==> config.mk <==
export PLATFORM = sky130hd
export DESIGN_NAME = mem_axi_rd_arb
export DESIGN_NICKNAME = d
export VERILOG_FILES = /design/src/rtl/mem_axi_rd_arb.sv
export SDC_FILE = /design/constraint.sdc
export NUM_CORES = 1
export LEC_CHECK = 0
export ABC_AREA = 1
export BUFFER_PORTS_ARGS = -buffer_cell sky130_fd_sc_hd__clkbuf_2
export CORE_AREA = 2 2 152 154
export DETAILED_ROUTE_END_ITERATION = 7
export DIE_AREA = 0 0 154 156
export PLACE_DENSITY = 0.55
export SYNTH_ARGS = -nofsm -noshare
export SYNTH_HDL_FRONTEND = slang
export SYNTH_SLANG_ARGS = --single-unit
==> constraint.sdc <==
create_clock -name sys_clk -period 2.4 [get_ports sys_clk]
set_clock_uncertainty 0.2 [all_clocks]
set_input_delay 0.36 -clock sys_clk [delete_from_list [all_inputs] [get_ports sys_clk]]
set_output_delay 0.36 -clock sys_clk [all_outputs]
set_load 0.02 [all_outputs]
==> src/rtl/mem_axi_rd_arb.sv <==
// Two-client round-robin read arbiter for the 64-bit MEM_AXI port.
// It allows one outstanding burst at a time and flags a mismatch between the burst length and RLAST.
module mem_axi_rd_arb #(
  parameter int ADDR_W = 64,
  parameter int DATA_W = 64,
  parameter int ID_W   = 4
) (
  input  logic                sys_clk,
  input  logic                RSTn,
  input  logic [1:0]          c_arvalid,
  output logic [1:0]          c_arready,
  input  logic [2*ADDR_W-1:0] c_araddr,
  input  logic [15:0]         c_arlen,
  input  logic [5:0]          c_arsize,
  output logic [DATA_W-1:0]   c_rdata,
  output logic [1:0]          c_rresp,
  output logic                c_rlast,
  output logic [1:0]          c_rvalid,
  input  logic [1:0]          c_rready,
  output logic                len_err,
  output logic [ID_W-1:0]     MEM_AXI_ARID,
  output logic [ADDR_W-1:0]   MEM_AXI_ARADDR,
  output logic [7:0]          MEM_AXI_ARLEN,
  output logic [2:0]          MEM_AXI_ARSIZE,
  output logic [1:0]          MEM_AXI_ARBURST,
  output logic                MEM_AXI_ARLOCK,
  output logic [3:0]          MEM_AXI_ARCACHE,
  output logic [2:0]          MEM_AXI_ARPROT,
  output logic                MEM_AXI_ARVALID,
  input  logic                MEM_AXI_ARREADY,
  input  logic [ID_W-1:0]     MEM_AXI_RID,
  input  logic [DATA_W-1:0]   MEM_AXI_RDATA,
  input  logic [1:0]          MEM_AXI_RRESP,
  input  logic                MEM_AXI_RLAST,
  input  logic                MEM_AXI_RVALID,
  output logic                MEM_AXI_RREADY
);

  typedef enum logic [1:0] {IDLE, ADDR, DATA} state_t;

  state_t              state;
  logic                gnt;
  logic                last_gnt;
  logic [ADDR_W-1:0]   ar_addr;
  logic [7:0]          ar_len;
  logic [2:0]          ar_size;
  logic [7:0]          beat_cnt;
  logic                win;
  logic                accept;
  logic                beat;
  logic                unused_rid;

  // RID is deliberately ignored: only one burst is ever outstanding.
  assign unused_rid = ^MEM_AXI_RID;

  always_comb begin
    win = (c_arvalid == 2'b11) ? ~last_gnt : c_arvalid[1];
  end

  assign accept = (state == IDLE) && (|c_arvalid);
  assign beat   = (state == DATA) && MEM_AXI_RVALID && MEM_AXI_RREADY;

  // The accept strobe is gated by reset so that a request held across reset is never acknowledged.
  always_comb begin
    c_arready = '0;
    if (accept && RSTn) c_arready[win] = 1'b1;
  end

  always_comb begin
    c_rvalid = '0;
    if (state == DATA) c_rvalid[gnt] = MEM_AXI_RVALID;
  end

  assign MEM_AXI_RREADY  = (state == DATA) && c_rready[gnt];
  assign c_rdata         = MEM_AXI_RDATA;
  assign c_rresp         = MEM_AXI_RRESP;
  assign c_rlast         = MEM_AXI_RLAST;

  assign MEM_AXI_ARVALID = (state == ADDR);
  assign MEM_AXI_ARID    = {{(ID_W-1){1'b0}}, gnt};
  assign MEM_AXI_ARADDR  = ar_addr;
  assign MEM_AXI_ARLEN   = ar_len;
  assign MEM_AXI_ARSIZE  = ar_size;
  assign MEM_AXI_ARBURST = 2'b01;
  assign MEM_AXI_ARLOCK  = 1'b0;
  assign MEM_AXI_ARCACHE = 4'b0011;
  assign MEM_AXI_ARPROT  = 3'b000;

  always_ff @(posedge sys_clk or negedge RSTn) begin
    if (!RSTn) begin
      state    <= IDLE;
      gnt      <= 1'b0;
      last_gnt <= 1'b1;
      ar_addr  <= '0;
      ar_len   <= '0;
      ar_size  <= '0;
      beat_cnt <= '0;
      len_err  <= 1'b0;
    end else begin
      len_err <= 1'b0;
      case (state)
        IDLE: begin
          if (accept) begin
            gnt      <= win;
            ar_addr  <= win ? c_araddr[2*ADDR_W-1 -: ADDR_W] : c_araddr[ADDR_W-1:0];
            ar_len   <= win ? c_arlen[15:8] : c_arlen[7:0];
            ar_size  <= win ? c_arsize[5:3] : c_arsize[2:0];
            beat_cnt <= '0;
            state    <= ADDR;
          end
        end
        ADDR: begin
          if (MEM_AXI_ARREADY) state <= DATA;
        end
        DATA: begin
          if (beat) begin
            beat_cnt <= beat_cnt + 8'd1;
            len_err  <= MEM_AXI_RLAST ? (beat_cnt != ar_len) : (beat_cnt == ar_len);
            if (MEM_AXI_RLAST) begin
              state    <= IDLE;
              last_gnt <= gnt;
            end
          end
        end
        default: state <= IDLE;
      endcase
    end
  end

endmodule

==> flow_results.org, run 1 <==
** Route
- Wires add up to 15.4 mm.
- Routed wire length per instance :: 14.4 µm
- Detailed router's first-iteration violation count :: 209
- In the routed layout, each cell is associated on average with a via count of 4.21.
- The detail route stage leaves a number of antenna-violating nets equal to 0.
- The first detailed-routing pass ran for 4 iterations.
- Number of vias after detailed routing :: 4,491
- Count of unresolved DRC violations after routing :: 0

** Setup path
- Setup slack on the worst reg-to-reg path comes out at 0.60 ns.
- Launching element type of the critical path :: register
- The worst setup path is of the reg2out kind.
- Peak fanout along the critical path :: 73
- Worst setup EP type :: output port
- Arrival time at the worst endpoint :: 1.72 ns
- Required arrival time at the worst endpoint :: 1.84 ns

** Clock network
- Clock latency on the worst-skew pair :: 0.34 ns
- Number of instances resized during post-cts repair :: 0
- Total number of clock tree sinks :: 88
- Post-CTS clock slew at the launch and capture registers of the worst setup and hold paths :: 0.07 ns
- Clock tree from TritonCTS :: built
- The clock passes through at most 2 buffers.
- Post-CTS setup buffers :: 0
- Depth of the CTS H-tree :: 3
- Buffer cell driving the clock tree root :: sky130_fd_sc_hd__clkbuf_16
- Clock buffers created by TritonCTS :: 9

** STA
- Worst slew margin :: 65.5%
- Fmax :: 0.438 GHz
- Sum Neg Setup Slack :: 0 ns
- The hold violation total from the final report is 0.
- Unrepaired setup endpoints after global routing :: false
- For the pin with the worst max-slew slack, the measured transition is 0.518 ns.
- Fin. max-slew vios :: 0
- Setup violation total in the final timing report :: 0
- Share of the clock period used by the worst path :: 95.1%
- Worst Hold Margin :: 0.0700 ns
- Min Tclk post-route :: 2.28 ns
- Minimum setup slack in the final design :: 0.118 ns

** Layout
- Diode count :: 0
- Number of nets in the finished design :: 1,008
- Top library cells by usage in the layout, fill and taps aside :: 241 x sky130_fd_sc_hd__clkbuf_2, 115 x sky130_fd_sc_hd__nand2_1, 100 x sky130_fd_sc_hd__o21ai_1
- Compared with the post-synthesis result, the final layout area differs by 24.2%.
- Ratio of cells with drive above 1 in the final layout :: 35.9%
- Leading cell type in the layout, fill and taps excluded :: sky130_fd_sc_hd__clkbuf_2
- Filler instances :: 2,474

** Global routing
- Global-route total usage across every layer :: 12.6%
- The first global-routing pass estimated 23.6 mm of wire.
- Summed over all layers, the global routing overflow is 0.
- Entering global routing, the biggest net connects 89 pins.
- Number of global-route vias before repair :: 4,478
- The initial antenna violation count came to 0.

** Synthesis
- The largest total area in the synthesized netlist belongs to sky130_fd_sc_hd__dfrtp_1.
- Each instance of the synthesized netlist takes up on average 8.05 µm².
- In this run, synthesis produced a sequential element count of 88.
- Counting every instance in the synthesized netlist gives 617.
- The cell area that synthesis handed to floorplanning was 4970 µm².
- Number of different library cells in the post-synthesis netlist :: 31
- Of the synthesized area, sequential elements account for 44.4%.
- Ranked by total cell area, the synthesized netlist is headed by sky130_fd_sc_hd__dfrtp_1 44%, sky130_fd_sc_hd__buf_4 14%, sky130_fd_sc_hd__o21ai_1 10%.
- During synthesis, Yosys emitted a total of 0 warnings.
- Top cell type's share of synthesized area :: 43.8%

** Power
- Total power per unit cell area :: 1270 nW/µm²
- Maximum resistive drop on vdd :: 498 µV
- The share of total power dissipated in the clock network is 18.5%.
- Summed over all cells, the static leakage comes to 3.14 nW.
- Internal portion of total power :: 4.27 mW
- Sequential share of power :: 33.6%
- Psw :: 3.58 mW
- Switching fraction of total power :: 45.6%
- In this run, the combinational gates consume 47.9% of the power.

** Status
- Outcome :: completed

** Placement
- The congestion estimate from routability-driven global placement came to 0.779.
- Port buffering added 242 buffers.
- Detailed placer's ending HPWL :: 11.2 mm
- OpenSTA, run right after detailed placement, puts the worst setup slack at 0.447 ns.

** Floorplanning
- The die is 154 µm wide.
- Floorplan Core Area :: 22,400 µm²
- Core Rows :: 55
- 392 I/O pins were placed.
- The initial utilization of the core area, before any placement, comes to 22.2%.
- Die Y :: 156 µm
- Area enclosed by the die boundary :: 24,000 µm²

** Run
- Across the run, the number of max-cap violations was 0.

** Min path
- The tightest min-delay check is of the in2reg type.
-- logic make-up (layout without fill, tap and decap cells) --
group | after synthesis | in the layout | share of synthesized area (%)
AND/OR/NAND/NOR | 217 | 217 | 17.5
XOR/XNOR | 4 | 4 | 0.705
adder cells (fa/ha/maj) | 1 | 1 | 0.252
AO/OA/AOI/OAI | 168 | 168 | 17.7
buffers and inverters | 137 | 292 | 19.4
other | 2 | 13 | 0.151
flip-flops | 88 | 88 | 44.4
-- flip-flops by register name (all words and copies together) (netlist names) --
register        cells
MEM_AXI_ARSIZE      3
MEM_AXI_ARLEN       8
gnt                 1
state               2
last_gnt            1
len_err             1
MEM_AXI_ARADDR     64
beat_cnt            8
-- final cells by class --
type / instances / area (µm²) / share of cell area [%]
Sequential cell: 88 / 2200 / 35.7
Multi-Input combinational cell: 403 / 1860 / 30.1
Timing Repair Buffer: 252 / 1350 / 21.9
Tap cell: 285 / 357 / 5.78
Clock buffer: 12 / 246 / 4.00
Inverter: 24 / 100 / 1.62
Clock inverter: 4 / 53.8 / 0.872
-- metal layers --
layer	track usage [%]	wire, µm	vias up
met5	0	0	-
met4	3.78	241	0
met3	3.81	967	22
met2	22.1	7640	187
met1	14.9	6510	2056
li1	-	-	2226
-- worst max-delay path, stage by stage (launching register included) --
cell	delay, ns
sky130_fd_sc_hd__dfrtp_1	0.41
sky130_fd_sc_hd__nor2_2	0.23
sky130_fd_sc_hd__o21ai_4	0.12
sky130_fd_sc_hd__buf_12	0.24
sky130_fd_sc_hd__nor3_2	0.17
sky130_fd_sc_hd__clkbuf_2	0.21
-- Yosys cell counts --
library cell	count
sky130_fd_sc_hd__conb_1	2
sky130_fd_sc_hd__a21oi_1	2
sky130_fd_sc_hd__inv_1	21
sky130_fd_sc_hd__xnor2_1	3
sky130_fd_sc_hd__nand2_8	1
sky130_fd_sc_hd__nand2_1	115
sky130_fd_sc_hd__buf_6	12
sky130_fd_sc_hd__buf_4	91
sky130_fd_sc_hd__dfrtp_1	87
sky130_fd_sc_hd__nor2_1	83
sky130_fd_sc_hd__clkbuf_1	5
sky130_fd_sc_hd__o21ai_2	4
sky130_fd_sc_hd__inv_2	1
sky130_fd_sc_hd__clkinv_4	1
sky130_fd_sc_hd__a21oi_4	1
sky130_fd_sc_hd__buf_2	5
sky130_fd_sc_hd__o211ai_1	1
sky130_fd_sc_hd__nand2_4	1
sky130_fd_sc_hd__nand2_2	2
sky130_fd_sc_hd__o21ai_0	54
sky130_fd_sc_hd__o22ai_1	5
sky130_fd_sc_hd__xor2_1	1
sky130_fd_sc_hd__a31oi_1	1
sky130_fd_sc_hd__nand3_1	9
sky130_fd_sc_hd__ha_1	1
sky130_fd_sc_hd__nor2_2	2
sky130_fd_sc_hd__o21ai_1	100
sky130_fd_sc_hd__inv_6	1
sky130_fd_sc_hd__nor3_2	1
sky130_fd_sc_hd__dfstp_2	1
sky130_fd_sc_hd__nor3_1	3
-- power by group through the flow --
stage	combinational (mW)	sequential [mW]	clock, mW
finish	3.76	2.64	1.45
global route	4.18	2.71	1.59
CTS	3.83	2.64	1.52
detailed placement	3.83	2.64	0
global placement	3.79	2.65	0
floorplan	2.00	3.35	0
-- repair_timing --
item,4_1_cts,5_1_grt
setup endpoints to repair,0,0
hold buffers,1,0
hold endpoints to repair,87,0
-- final timing paths --
path,cells after the start,startpoint,endpoint
setup / recovery,5,state[1],c_arready[0]
hold / removal,3,c_araddr[90],MEM_AXI_ARADDR[26]
setup reg to reg,6,state[1],MEM_AXI_ARADDR[37]
hold reg to reg,2,MEM_AXI_ARADDR[48],MEM_AXI_ARADDR[48]
max in group asynchronous,3,RSTn,MEM_AXI_ARADDR[27]
min in group asynchronous,3,RSTn,MEM_AXI_ARLEN[0]
-- through the flow --
stage	total power, mW	cells	utilization (%)	instance area, µm²
floorplan	5.34	628	-	5010
global placement	6.44	1051	26.2	5860
detailed placement	6.48	1051	26.2	5860
CTS	7.99	1068	27.6	6170
global route	8.49	1068	27.6	6170
finish	7.85	1068	27.6	6170
Note: power is estimated with default switching activity, not from simulation.
==> run 2: changes to the inputs <==
PLACE_DENSITY = 0.57   (was 0.55)
SKIP_LAST_GASP = 1   (was unset)
clock period = 2.05 ns   (was 2.4 ns; I/O delays follow)
==> run 2 against run 1 <==
Net effect: wire length down 1.8%; combinational power increased by 19%; design area rose by 0.59%; utilization is 0.16 points higher; global-route usage fell by 0.25 points; first-iteration DRC count is 7.2% lower; via count increased by 1.2%; flip-flop and latch count unchanged; highest routed layer unchanged.
==> flow_results.org, run 2 (synthesis results as in run 1) <==
** Status
- The run finished with clean final reports.

** Setup path
- Required arrival time at the worst endpoint :: 1.54 ns
- Peak fanout along the critical path :: 4
- Arrival time at the worst endpoint :: 1.46 ns
- Walking the worst path, the cells encountered are nor2_2 -> o21ai_4 -> buf_4 -> nor3_2 -> buf_4.
- The cell that appears most often on the critical path is sky130_fd_sc_hd__buf_4.
- On the critical path the largest part of the delay comes from flip-flops.
- The setup path with the least slack is of type reg2out.
- For this run, the slowest stage of the critical path takes 0.41 ns.
- The worst setup path is captured at an output port.
- Launch instance of the worst register-to-register path :: last_gnt
- Counting both buffers and inverters, the worst setup path holds a total of 2.
- Launching element type of the critical path :: register
- Tracing the worst setup path back leads to its startpoint at state[1].
- Slowest cell on the critical path :: sky130_fd_sc_hd__dfrtp_1

** Placement
- Final estimated routing congestion in global placement :: 0.749
- Before CTS, the worst setup slack after placement is 0.317 ns.
- Detailed placer's ending HPWL :: 11.3 mm
- Buffers placed on the I/O ports in this run total 242.
- Post-placement cell count :: 1,058
- Placed cell areas :: 5890 µm²

** STA
- Timing would allow up to 0.507 GHz.
- The worst path needs 1.97 ns of the cycle, external delays included.
- The hold violation total from the final report came to 0.
- In the post-route analysis, the smallest setup slack over all paths is 0.0784 ns.
- Unrepaired setup endpoints after global routing :: true
- Setup violation total in the final timing report :: 0
- In the finished design, the share of the clock period the worst path needs comes to 96.2%.
- In this run the tightest slew margin relative to its limit is 66.4%.
- Worst Hold Margin :: 0.0191 ns
- The final number of max-transition violations came to 0.
- After routing, the total negative slack on setup checks comes to 0 ns.
- For the pin with the worst max-slew slack, the measured transition is 0.504 ns.

** Layout
- Summing all multi-input logic gate instances after layout gives 1860 µm².
- In the layout the commonest cells are 239 x sky130_fd_sc_hd__clkbuf_2, 115 x sky130_fd_sc_hd__nand2_1, 100 x sky130_fd_sc_hd__o21ai_1.
- In the final layout, the share of cells above drive strength 1 is 36.7%.
- Finished Core Util :: 27.7%
- With fillers left out, the area of the finished cells amounts to 6210 µm².
- After filler insertion, the fill cell instance count of the layout stands at 2,467.
- Sequential cell area :: 2200 µm²
- The register with the most flip-flops in the layout has 64 of them.
- Final cell count without fillers :: 1,075
- Diode count :: 0
- Leaving out fill and tap cells, the most frequent cell in the layout is sky130_fd_sc_hd__clkbuf_2.
- Number of nets in the finished design :: 1,015
- Relative to the synthesized area, the layout overhead comes to 24.9%.

** Power
- Dividing total power by cell area gives a power density of 1490 nW/µm².
- Summed over all cells, the static leakage comes to 3.17 nW.
- IR analysis of the VDD net gives a maximum drop of 450 µV.
- Overall power consumption :: 9.27 mW

** Clock network
- Clock-pin slew was measured on the worst setup and hold paths at 0.07 ns.
- Post-CTS timing repair inserted 0 buffers for setup.
- The clock reaches the later pin of the worst-skew pair after 0.34 ns.
- Depth of the CTS H-tree :: 3
- In this run, CTS created clock tree buffers numbering 9.
- No sink is reached through more buffers than the 2 on the longest clock path.
- Clock tree from TritonCTS :: built
- CTS placed an instance of sky130_fd_sc_hd__clkbuf_16 at the clock tree root.
- Total number of clock tree sinks :: 88

** Route
- After detailed routing, the average wire length per cell comes to 14.0 µm.
- In the routed design, unresolved DRC markers number 0.
- Length of the first detailed-routing pass in iterations :: 4
- Via density per instance :: 4.23
- After the first detailed-routing iteration, the DRC count stood at 194.
- Antenna viol nets, final :: 0
- Wires add up to 15.1 mm.
- Detailed routing inserted a total of 4,547 vias.

** Global routing
- The initial antenna violation count was 0.
- Global routing finished with a remaining overflow of 0.
- Entering global routing, the biggest net connects 89 pins.
- First-pass GRT wire length :: 23.1 mm
- In the global route stage, overall resource usage came out at 12.3%.
- Number of global-route vias before repair :: 4,425

** Min path
- Path class of the lowest-slack min-delay path :: in2reg
- Launch point of the worst hold path :: c_araddr[72]

** Floorplanning
- In this run the standard cell core region covers 22,400 µm².
- Area enclosed by the die boundary :: 24,000 µm²
- From left edge to right edge, the die measures 154 µm.
- Count of boundary I/O pins :: 392
- Core Rows :: 55
- Starting density of the core :: 22.2%
- Die Y :: 156 µm

** Run
- MaxCap Viol Count :: 0
==> run 2: changes by cell type in the layout (fill, tap and decap cells not counted) <==
cell,change
sky130_fd_sc_hd__clkbuf_2,-2
sky130_fd_sc_hd__buf_12,-2
sky130_fd_sc_hd__clkinv_2,+1
sky130_fd_sc_hd__inv_6,+1
sky130_fd_sc_hd__buf_4,+10
sky130_fd_sc_hd__buf_2,+1
sky130_fd_sc_hd__clkbuf_1,-2
==> run 2: worst paths after layout <==
kind	to	slack (ns)	cells past startpoint
setup / recovery	c_arready[0]	0.08	5
hold / removal	MEM_AXI_ARADDR[8]	0.02	3
setup reg to reg	MEM_AXI_ARADDR[19]	0.32	7
hold reg to reg	MEM_AXI_ARADDR[47]	0.29	2
max in group asynchronous	MEM_AXI_ARADDR[45]	0.88	3
min in group asynchronous	MEM_AXI_ARLEN[0]	0.37	3
==> run 2: power by group <==
| group | switching (mW) | internal, mW | total, mW |
|---|---|---|---|
| combinational | 2.95 | 1.52 | 4.47 |
| sequential | 0.524 | 2.55 | 3.08 |
| clock | 0.745 | 0.984 | 1.73 |
| total | 4.22 | 5.06 | 9.27 |
==> run 2: metal layers <==
| metal | GRT usage [%] | part of all wire [%] | vias up |
|---|---|---|---|
| li1 | - | - | 2239 |
| met1 | 14.1 | 41 | 2098 |
| met2 | 21.6 | 50 | 180 |
| met3 | 4.03 | 6.9 | 30 |
| met4 | 4.58 | 2.0 | 0 |
| met5 | 0 | 0 | - |
==> run 2: repair_timing <==
action	4_1_cts	5_1_grt
setup endpoints to repair	0	2
hold buffers	1	0
hold endpoints to repair	87	0
gates resized for setup	0	3
==> run 2: cell type report <==
class	count	area share (%)
clock buffers	10	3.85
clock inverters	6	1.09
inverters	24	1.61
multi-input cells	403	29.9
flip-flops and latches	88	35.5
well taps	285	5.75
repair buffers	259	22.3
==> run 2: worst min-delay path: cells and delay by family <==
kind | cells | cell delay, ns
compound gates | 1 | 0.11
buf+inv | 1 | 0.07
simple gates | 1 | 0.03
